## src/rtl/spi_acl_pkg.sv

```systemverilog
// Shared definitions for the accelerometer SPI slot core: register offsets,
// ctrl bit positions and the transfer FSM state encoding.
package spi_acl_pkg;

  localparam logic [4:0] REG_STATUS = 5'd0;
  localparam logic [4:0] REG_SS     = 5'd2;
  localparam logic [4:0] REG_CTRL   = 5'd3;
  localparam logic [4:0] REG_DATA   = 5'd4;

  localparam int CTRL_CPHA_BIT = 16;
  localparam int CTRL_CPOL_BIT = 17;
  localparam int CTRL_LOOP_BIT = 18;

  typedef enum logic [1:0] {
    IDLE     = 2'd0,
    CPHA_DLY = 2'd1,
    P0       = 2'd2,
    P1       = 2'd3
  } spi_state_e;

endpackage

```

## src/rtl/spi_acl_engine.sv

```systemverilog
// SPI byte engine: divider, transfer FSM and shift registers. A start pulse
// is only accepted in IDLE; rx_byte and ready update together at the end.
module spi_acl_engine
  import spi_acl_pkg::*;
(
  input  logic        clk,
  input  logic        rst_n,
  input  logic        start,
  input  logic [7:0]  tx_byte,
  input  logic [15:0] dvsr,
  input  logic        cpol,
  input  logic        cpha,
  input  logic        miso,
  output logic        ready,
  output logic [7:0]  rx_byte,
  output logic        sclk,
  output logic        mosi,
  output spi_state_e  state
);

  logic [15:0] c;
  logic [2:0]  n;
  logic [7:0]  so;
  logic [7:0]  si;
  logic        phase_end;

  assign phase_end = (c == dvsr);
  // so is only touched on start/shift, so mosi naturally holds in IDLE.
  assign mosi = so[7];

  always_ff @(posedge clk or negedge rst_n) begin
    if (!rst_n) begin
      state   <= IDLE;
      ready   <= 1'b1;
      rx_byte <= 8'h00;
      sclk    <= 1'b0;
      so      <= 8'h00;
      si      <= 8'h00;
      c       <= 16'd0;
      n       <= 3'd0;
    end else begin
      case (state)
        IDLE: begin
          // The delay phase and a cpha=0 P0 both sit at the idle level.
          sclk <= cpol;
          if (start) begin
            so    <= tx_byte;
            n     <= 3'd0;
            c     <= 16'd0;
            ready <= 1'b0;
            state <= cpha ? CPHA_DLY : P0;
          end
        end
        CPHA_DLY: begin
          if (phase_end) begin
            c     <= 16'd0;
            sclk  <= cpol ^ cpha;
            state <= P0;
          end else begin
            c <= c + 16'd1;
          end
        end
        P0: begin
          if (phase_end) begin
            c     <= 16'd0;
            si    <= {si[6:0], miso};
            sclk  <= ~(cpol ^ cpha);
            state <= P1;
          end else begin
            c <= c + 16'd1;
          end
        end
        P1: begin
          if (phase_end) begin
            c <= 16'd0;
            if (n == 3'd7) begin
              rx_byte <= si;
              ready   <= 1'b1;
              sclk    <= cpol;
              state   <= IDLE;
            end else begin
              so    <= {so[6:0], 1'b0};
              n     <= n + 3'd1;
              sclk  <= cpol ^ cpha;
              state <= P0;
            end
          end else begin
            c <= c + 16'd1;
          end
        end
        default: state <= IDLE;
      endcase
    end
  end

endmodule

```

## src/rtl/spi_acl_core.sv

```systemverilog
// MMIO slot wrapper for the accelerometer SPI: register file and read mux.
// Define SPI_LOOPBACK_EN to add ctrl bit 18, routing spi_mosi back as MISO.
module spi_acl_core
  import spi_acl_pkg::*;
#(
  parameter int          S        = 1,
  parameter logic [15:0] DVSR_RST = 16'd49
) (
  input  logic         clk,
  input  logic         reset_n,
  input  logic         cs,
  input  logic         read,
  input  logic         write,
  input  logic [4:0]   addr,
  input  logic [31:0]  wr_data,
  output logic [31:0]  rd_data,
  output logic         spi_sclk,
  output logic         spi_mosi,
  input  logic         spi_miso,
  output logic [S-1:0] spi_ss_n
);

  logic         wr_en;
  logic [S-1:0] ss_n_reg;
  logic [15:0]  dvsr;
  logic         cpol;
  logic         cpha;
  logic         ready;
  logic [7:0]   rx_byte;
  logic         miso_src;
  logic         unused_ok;
  spi_state_e   eng_state;

  assign wr_en    = cs & write;
  assign spi_ss_n = ss_n_reg;

`ifdef SPI_LOOPBACK_EN
  logic loop;

  always_ff @(posedge clk or negedge reset_n) begin
    if (!reset_n) begin
      loop <= 1'b0;
    end else if (wr_en && addr == REG_CTRL) begin
      loop <= wr_data[CTRL_LOOP_BIT];
    end
  end

  assign miso_src  = loop ? spi_mosi : spi_miso;
  assign unused_ok = ^{read, wr_data[31:19], eng_state};
`else
  assign miso_src  = spi_miso;
  assign unused_ok = ^{read, wr_data[31:18], eng_state};
`endif

  always_ff @(posedge clk or negedge reset_n) begin
    if (!reset_n) begin
      ss_n_reg <= '1;
      dvsr     <= DVSR_RST;
      cpol     <= 1'b0;
      cpha     <= 1'b0;
    end else if (wr_en) begin
      if (addr == REG_SS) begin
        ss_n_reg <= wr_data[S-1:0];
      end
      if (addr == REG_CTRL) begin
        dvsr <= wr_data[15:0];
        cpha <= wr_data[CTRL_CPHA_BIT];
        cpol <= wr_data[CTRL_CPOL_BIT];
      end
    end
  end

  assign rd_data = (addr == REG_STATUS) ? {23'b0, ready, rx_byte} : 32'h0;

  spi_acl_engine u_engine (
    .clk     (clk),
    .rst_n   (reset_n),
    .start   (wr_en && addr == REG_DATA),
    .tx_byte (wr_data[7:0]),
    .dvsr    (dvsr),
    .cpol    (cpol),
    .cpha    (cpha),
    .miso    (miso_src),
    .ready   (ready),
    .rx_byte (rx_byte),
    .sclk    (spi_sclk),
    .mosi    (spi_mosi),
    .state   (eng_state)
  );

endmodule

```

## config.mk

```make
export PLATFORM = sky130hd
export DESIGN_NAME = spi_acl_core
export DESIGN_NICKNAME = d
export VERILOG_FILES = /design/src/rtl/spi_acl_pkg.sv /design/src/rtl/spi_acl_engine.sv /design/src/rtl/spi_acl_core.sv
export SDC_FILE = /design/constraint.sdc
export NUM_CORES = 1
export LEC_CHECK = 0
export CAP_MARGIN = 0
export CORE_UTILIZATION = 45
export CTS_CLUSTER_SIZE = 40
export DETAILED_ROUTE_END_ITERATION = 16
export GPL_TIMING_DRIVEN = 0
export PLACE_DENSITY = 0.84
export SLEW_MARGIN = 20
export SYNTH_ARGS = -nofsm -noshare
export SYNTH_HDL_FRONTEND = slang
export SYNTH_HIERARCHICAL = 1
export SYNTH_SLANG_ARGS = --single-unit
```

## constraint.sdc

```tcl
create_clock -name clk -period 2.2 [get_ports clk]
set_input_delay 0.22 -clock clk [delete_from_list [all_inputs] [get_ports clk]]
set_output_delay 0.22 -clock clk [all_outputs]
set_load 0.1 [all_outputs]
```

==> results.tsv, run 1 <==
metric	value	unit
clk_pin_slew	60	ps
crit_chain	xor2_1 > nor4_2 > nand4_2 > buf_6 > nor2_2 > mux2_2	
gp_congestion	0.859	
post_dp_cell_area	0.00408	mm^2
cts_buffers	9	
maxCapViolCount	0	
grt_pass1_vias	2681	
place_ws	-1170	ps
grt_max_degree	35	
grt-ovfl-total	0	
start_kind	flop	
drive_gt1_share	33.0	%
antenna_found_initial	0	
rrSetupSlack	70	ps
clock_latency	350	ps
ir_drop	0.000440	V
finalHoldViolations	0	
skew	12.7	ps
final_antenna_net_count	0	
cts_tree	yes	
final_area	0.00436	mm^2
clockBufferDepth	2	
cp_data_arrival_time	2350	ps
final_nets	435	
avgSynthCellArea	11.2	um^2
critPathRequiredTime	2420	ps
antenna_cells	0	
reg2reg_from	u_engine/c[5]$_DFFE_PN0P_	
layout_setup_ws	72.6	ps
p_per_area	909	mW/mm^2
yosys.area.top_type	dfrtp_1	
ys_warn_count	6	
fillers	595	
min_period	2130	ps
synth_area_leaders	dfrtp_1, mux2_2, buf_4, xor2_1, dfstp_2	
start_util	47.3	%
vias_per_cell	5.27	
yosysSeqAreaShare	47.9	%
wl_per_cell	15.2	um
die_area	0.00805	mm^2
synth_edf_count	0	
yosys_most_used_dff	dfrtp_1	
cpPeakStageDelay	450	ps
worst_pin_slew	983	ps
vias	2599	
ff2ff_path_depth	6	
ios	78	
ys_types	40	
drt_iter0_markers	129	
cts_sinks	66	
grt_pass1_wl	12.6	mm
slew_viol_final	0	
hpwl	5.33	mm
critPathCaptureType	flop	
firstDrtPassIters	5	
finalSetupViolations	0	
dieWidth	89.7	um
critPathSlowestCell	dfrtp_2	
rows	31	
yosys.area.top_type_share	44.1	%
io_buffers	39	
place_inst	471	
postSynth.asyncResetShare	100	%
drc	0	
syn-instance-count	310	
final.period_utilization	96.7	%
hp-class	in2async	
outcome	finished, final reports clean	
synth_area	0.00346	mm^2
r2r-end	u_engine/si[6]$_DFFE_PN0P_	
crit_fanout	8	
ys_seq_elements	66	
p_total	3.96	mW
leakage	2.05	nW
die_y	89.7	um
max_freq	0.470	GHz
final_core_util	59.5	%
core_area	0.00733	mm^2
slew_headroom	34.3	%
syn2layout_area_growth	25.9	%
root_buffer	clkbuf_8	
layout.cells.non_filler	493	
cts-htree-levels	3	
totalWireLength	7.48	mm
track_usage	19.8	%
worstSetupPathType	reg2reg	
==> layer usage <==
metal  part of all wire, %  up-vias  wire length (um)  track usage, %
met3                   5.8       27               433            4.82
met2                    50       94              3730            32.7
li1                      -     1218                 -               -
met4                   3.6        0               269            12.2
met5                     0        -                 0               0
met1                    41     1260              3040            23.3
==> registers in the layout, indices dropped and copies added, names as in the netlist <==
signal,flops
u_engine/n,3
u_engine/c,16
u_engine/state,2
u_engine/so,8
cpha,1
dvsr,16
cpol,1
u_engine/si,8
u_engine/sclk,1
spi_ss_n,1
u_engine/ready,1
u_engine/rx_byte,8
==> Yosys cell counts (2+ instances only) <==
master	n
a21oi_1	3
a31oi_1	10
and2_1	11
and3_1	2
buf_4	23
clkbuf_1	9
dfrtp_1	61
dfstp_2	5
ha_1	3
inv_1	15
mux2_2	51
mux2i_1	3
nand2_1	22
nand2b_1	4
nand3_1	12
nand4_1	9
nor2_1	3
nor2_2	2
nor3_1	2
nor4_1	7
nor4_4	2
o2111ai_1	2
o211ai_1	2
o21ai_0	6
o22ai_1	8
o311ai_0	2
or3_1	2
xor2_1	17
==> worst max-delay path by stage <==
stage                                       endpoint  depth (start not counted)                  startpoint  slack [ps]
final                     u_engine/si[6]$_DFFE_PN0P_                          6   u_engine/c[5]$_DFFE_PN0P_          70
after global routing      u_engine/si[6]$_DFFE_PN0P_                          6  u_engine/c[15]$_DFFE_PN0P_         -30
after CTS                 u_engine/so[7]$_DFFE_PN0P_                          7   u_engine/c[5]$_DFFE_PN0P_           8
after detailed placement                  rd_data[8]                          5                     addr[4]       -1170
after global placement    u_engine/c[11]$_DFFE_PN0P_                          1                     reset_n       -1220
after floorplan           u_engine/so[7]$_DFFE_PN0P_                          5   u_engine/c[9]$_DFFE_PN0P_         150
==> cell families after synthesis <==
logic type               synth area share, %
other                                  0.108
buffers and inverters                   8.02
flip-flops                              47.9
AND/OR/NAND/NOR                         14.4
adder cells (fa/ha/maj)                 1.08
XOR/XNOR                                4.30
multiplexers                            17.4
AO/OA/AOI/OAI                           6.83
==> per-stage QoR <==
stage | TNS [ps] | hold WS, ps
floorplan | 0 | -75.6
global placement | -104170 | 473
detailed placement | -29290 | 194
CTS | 0 | 362
global route | -82.0 | 394
finish | 0 | 358
==> layout make-up <==
cell class	count	area (um^2)	share of cell area, %
plain buffers	34	224	5.14
clock buffers	14	153	3.50
clock inverters	2	12.5	0.287
inverters	15	56.3	1.29
multi-input cells	217	1690	38.8
flip-flops and latches	66	1660	38.1
well taps	99	124	2.84
repair buffers	46	439	10.1
==> worst max-delay path: cells and delay by family (launching register included) <==
kind	cells	cell delay [ps]
AND/OR/NAND/NOR	3	790
buffers and inverters	1	170
XOR/XNOR	1	200
multiplexers	1	390
flip-flops	1	450
==> cell usage in the layout, fill, tap and decap left out, types with 8 or more instances in the layout <==
cell type	instances
clkbuf_8	10
and2_1	11
o22ai_1	8
clkdlybuf4s50_1	28
clkbuf_1	11
mux2_2	51
dfrtp_1	58
nand4_1	9
xor2_1	16
nand3_1	12
a31oi_1	10
inv_1	15
nand2_1	22
clkbuf_4	9
conb_1	23
buf_4	27
==> report_power, final <==
| part | switching, mW | total (mW) | internal [mW] |
|---|---|---|---|
| registers | 0.227 | 1.72 | 1.49 |
| clock network | 0.445 | 0.885 | 0.440 |
| logic | 0.821 | 1.36 | 0.538 |
==> what timing repair did <==
item                                   4_1_cts  5_1_grt
setup endpoints to repair                   54       41
cloned                                       0        0
hold buffers                                 1        0
buffers inserted                             2        3
endpoints found under the hold margin       30        0
pin swaps                                    2        3
resized for setup                           55       20
Power figures use the tool's default switching activity.
==> run 2: changes to the inputs <==
--- a/config.mk
+++ b/config.mk
@@ -6,11 +6,11 @@
 export NUM_CORES = 1
 export LEC_CHECK = 0
 export CAP_MARGIN = 0
-export CORE_UTILIZATION = 45
+export CORE_UTILIZATION = 40
 export CTS_CLUSTER_SIZE = 40
 export DETAILED_ROUTE_END_ITERATION = 16
 export GPL_TIMING_DRIVEN = 0
-export PLACE_DENSITY = 0.84
+export PLACE_DENSITY = 0.77
 export SLEW_MARGIN = 20
 export SYNTH_ARGS = -nofsm -noshare
 export SYNTH_HDL_FRONTEND = slang
==> results.tsv, run 2 (synthesis results as in run 1) <==
metric	value	unit
outcome	finished, final reports clean	
cts_sinks	66	
finalSetupViolations	0	
ir_drop	0.000564	V
gp_congestion	0.811	
ios	78	
top_layer	met4	
p_seq_share	41.7	%
maxCapViolCount	0	
cts_tree	yes	
swShare	37.0	%
dr_wl_met3	373	um
firstDrtPassIters	4	
core_area	0.00830	mm^2
skew	8.06	ps
critPathRequiredTime	2430	ps
fin_setup_tns	0	ps
fillers	739	
place_inst	477	
start_util	41.7	%
cts-htree-levels	3	
drc	0	
antenna_cells	0	
rows	33	
drt-met1-wl	3.12	mm
clock_latency	340	ps
slew_headroom	34.1	%
start_kind	flop	
layout.cells.non_filler	497	
place_ws	-1190	ps
die_y	95.1	um
hp-class	in2async	
clk_pin_slew	70	ps
max_freq	0.466	GHz
grt_pass1_vias	2513	
vias_per_cell	5.15	
worstSetupPathType	reg2reg	
root_buffer	clkbuf_8	
wl_per_cell	14.4	um
drive_gt1_share	33.4	%
final_cell_mix	dfrtp_1, mux2_2, clkdlybuf4s50_1, buf_4, conb_1	
slew_viol_final	0	
drt_iter0_markers	169	
route.met2.wl	3.54	mm
final_core_util	52.7	%
critPathCaptureType	flop	
clockBufferDepth	2	
syn2layout_area_growth	26.1	%
min_period	2150	ps
final_antenna_net_count	0	
clkPwrFrac	25.5	%
crit_fanout	7	
worst_pin_slew	986	ps
final_common_cell	dfrtp_1	
grt_max_degree	35	
antenna_found_initial	0	
p_int	2.58	mW
cp_data_arrival_time	2370	ps
grt_pass1_wl	12.0	mm
io_buffers	39	
dieWidth	95.1	um
final.period_utilization	97.5	%
power_frac_comb	32.7	%
cts_buffers	9	
vias	2559	
p_sw	1.51	mW
finalHoldViolations	0	
leakage	2.05	nW
totalWireLength	7.15	mm
layout_setup_ws	54.9	ps
hpwl	5.14	mm
final_nets	433	
track_usage	17.4	%
p_per_area	936	mW/mm^2
grt-ovfl-total	0	
top_regs	dvsr: 16 flops, u_engine/c: 16 flops	
die_area	0.00904	mm^2
[run 2: cell count changes in the layout (fill, tap and decap cells not counted), moves of 2 or more]
cell        change
buf_4           -2
clkbuf_1        -4
clkinvlp_4      +2
buf_2           +4
clkbuf_4        -4
[run 2: worst max-delay path, cell delays in order (launching register included)]
cell and delay (ps):
dfrtp_1 420, xor2_1 190, nor4_2 360, nand4_2 140, buf_6 180, o31ai_4 240, buf_6 170, mux2_2 330
[run 2: worst paths after layout]
kind	endpoint	start	depth (start not counted)	slack [ps]
worst min register to register	u_engine/rx_byte[2]$_DFFE_PN0P_	u_engine/rx_byte[2]$_DFFE_PN0P_	1	510
max in group asynchronous	dvsr[4]$_DFFE_PN1P_	reset_n	3	1260
worst max-delay path	u_engine/so[7]$_DFFE_PN0P_	u_engine/c[13]$_DFFE_PN0P_	7	50
worst min-delay path	u_engine/n[0]$_DFFE_PN0P_	reset_n	2	360
min in group clk	dvsr[8]$_DFFE_PN0P_	wr_data[8]	2	490
worst max register to register	u_engine/so[7]$_DFFE_PN0P_	u_engine/c[13]$_DFFE_PN0P_	7	50
[run 2: stage by stage]
stage / instance area, um^2 / hold WS (ps) / power (mW)
after global routing: 4370 / 401 / 4.32
after detailed placement: 4090 / 197 / 3.01
after CTS: 4320 / 367 / 4.08
final: 4370 / 357 / 4.09
after floorplan: 3550 / -75.6 / 2.69
after global placement: 4070 / 470 / 2.95
[run 2: what timing repair did]
| item | 4_1_cts | 5_1_grt |
|---|---|---|
| buffers inserted | 2 | 1 |
| hold buffers | 1 | 0 |
| cloned | 0 | 0 |
| endpoints found under the hold margin | 31 | 0 |
| resized for setup | 54 | 16 |
| endpoints found under the setup margin | 46 | 39 |
| pin swaps | 2 | 3 |
[run 2: area by class of cell]
type	count	area, um^2	area share, %
plain buffers	34	224	5.12
multi-input cells	217	1680	38.4
flip-flops and latches	66	1660	38.0
clock buffers	10	138	3.15
well taps	105	131	3.01
clock inverters	6	66.3	1.52
repair buffers	44	414	9.48
inverters	15	56.3	1.29
[run 2: per-layer routing]
layer | track usage, % | vias to the layer above
met5 | 0 | -
met4 | 8.21 | 0
met3 | 3.99 | 12
met2 | 27.1 | 81
met1 | 22.9 | 1256
li1 | - | 1210
[run 2: power groups by stage]
stage          combinational, mW  sequential (mW)  clock (mW)
3_5_place_dp                1.28             1.73           0
6_report                    1.34             1.71        1.04
4_1_cts                     1.31             1.71        1.07
3_3_place_gp                1.24             1.71           0
2_1_floorplan              0.877             1.81           0
5_1_grt                     1.45             1.76        1.12
==> run 3: changes to the inputs <==
--- a/config.mk
+++ b/config.mk
@@ -6,6 +6,7 @@
 export NUM_CORES = 1
 export LEC_CHECK = 0
 export CAP_MARGIN = 0
+export CORE_MARGIN = 2
 export CORE_UTILIZATION = 40
 export CTS_CLUSTER_SIZE = 40
 export DETAILED_ROUTE_END_ITERATION = 16
==> results.tsv, run 3 (synthesis results as in run 1) <==
metric	value	unit
io_buffers	39	
ir_drop	0.000495	V
leakage	2.09	nW
root_buffer	clkbuf_8	
clock_latency	340	ps
clockBufferDepth	2	
drc	0	
slew_headroom	34.4	%
final_cell_mix	dfrtp_1, mux2_2, buf_4, clkdlybuf4s50_1, conb_1	
fillers	715	
slew_viol_final	0	
final_area	0.00442	mm^2
final.period_utilization	96.2	%
place_inst	477	
outcome	finished, final reports clean	
cts_sinks	66	
final_core_util	53.2	%
gp_congestion	0.857	
fin_setup_tns	0	ps
final_common_cell	dfrtp_1	
dieWidth	97.1	um
vias_per_cell	5.10	
start_kind	primary input	
skew	8.65	ps
cp_data_arrival_time	1900	ps
drt_iter0_markers	157	
cts_buffers	9	
firstDrtPassIters	4	
ios	78	
layout.cells.non_filler	502	
grt-ovfl-total	0	
cts_tree	yes	
maxCapViolCount	0	
hp-class	in2async	
vias	2562	
antenna_cells	0	
critPathCaptureType	output pin	
grt_pass1_wl	12.3	mm
die_y	97.1	um
seq_area	0.00166	mm^2
p_total	4.10	mW
final_antenna_net_count	0	
max_freq	0.473	GHz
post_dp_cell_area	0.00409	mm^2
p_per_area	928	mW/mm^2
top_regs	dvsr: 16 flops, u_engine/c: 16 flops	
rows	33	
wl_per_cell	14.5	um
final_nets	438	
totalWireLength	7.27	mm
cts-htree-levels	3	
worstSetupPathType	in2out	
track_usage	16.2	%
clk_pin_slew	70	ps
drive_gt1_share	34.5	%
antenna_found_initial	0	
grt_max_degree	35	
crit_fanout	9	
hpwl	5.21	mm
finalHoldViolations	0	
core_area	0.00830	mm^2
grt_pass1_vias	2567	
multiInputGateArea	0.00167	mm^2
syn2layout_area_growth	27.5	%
rsz0062_at_grt	no	
start_util	41.7	%
worst_pin_slew	981	ps
die_area	0.00942	mm^2
finalSetupViolations	0	
min_period	2120	ps
critPathRequiredTime	1980	ps
run 3: final cells by class:
cell class,instances,area share [%]
Multi-Input combinational cell,217,37.9
Sequential cell,66,37.6
Timing Repair Buffer,49,10.4
Buffer,34,5.10
Clock buffer,12,3.51
Tap cell,105,2.97
Inverter,15,1.27
Clock inverter,4,1.16
run 3: per-stage QoR:
| stage | setup WS (ps) | hold WS (ps) |
|---|---|---|
| finish | 84.0 | 356 |
| detailed placement | -1140 | 193 |
| CTS | 12.9 | 360 |
| global route | 0.232 | 407 |
| floorplan | 153 | -75.6 |
| global placement | -1250 | 469 |
run 3: what timing repair did:
item                       in CTS  in global routing
setup endpoints to repair      47                 37
hold buffers                    1                  0
gates resized for setup        55                 16
pin swaps                       2                  3
hold endpoints to repair       30                  0
buffers inserted                3                  5
run 3: final timing paths:
kind,start,end,slack (ps),cells after the start
worst max-delay path,addr[1],rd_data[3],80,4
worst min-delay path,reset_n,u_engine/n[0]$_DFFE_PN0P_,360,2
worst max register to register,u_engine/c[12]$_DFFE_PN0P_,u_engine/so[2]$_DFFE_PN0P_,90,7
worst min register to register,u_engine/n[0]$_DFFE_PN0P_,u_engine/n[0]$_DFFE_PN0P_,510,1
max in group asynchronous,reset_n,dvsr[4]$_DFFE_PN1P_,1250,3
min in group clk,spi_miso,u_engine/si[0]$_DFFE_PN0P_,490,2
run 3: where the power goes:
group,internal (mW),switching (mW)
Combinational,0.535,0.804
Clock,0.586,0.462
Sequential,1.49,0.218
Total,2.61,1.48
run 3: critical path, cell delays in order:
cell and delay [ps]:
clkdlybuf4s50_1 550, nor4_4 510, and2_1 200, buf_2 420
run 3: routing by layer:
metal | GRT usage, % | wire, um | vias to the layer above
li1 | - | - | 1224
met1 | 20.7 | 3210 | 1239
met2 | 26.7 | 3550 | 89
met3 | 3.31 | 400 | 10
met4 | 6.93 | 118 | 0
met5 | 0 | 0 | -
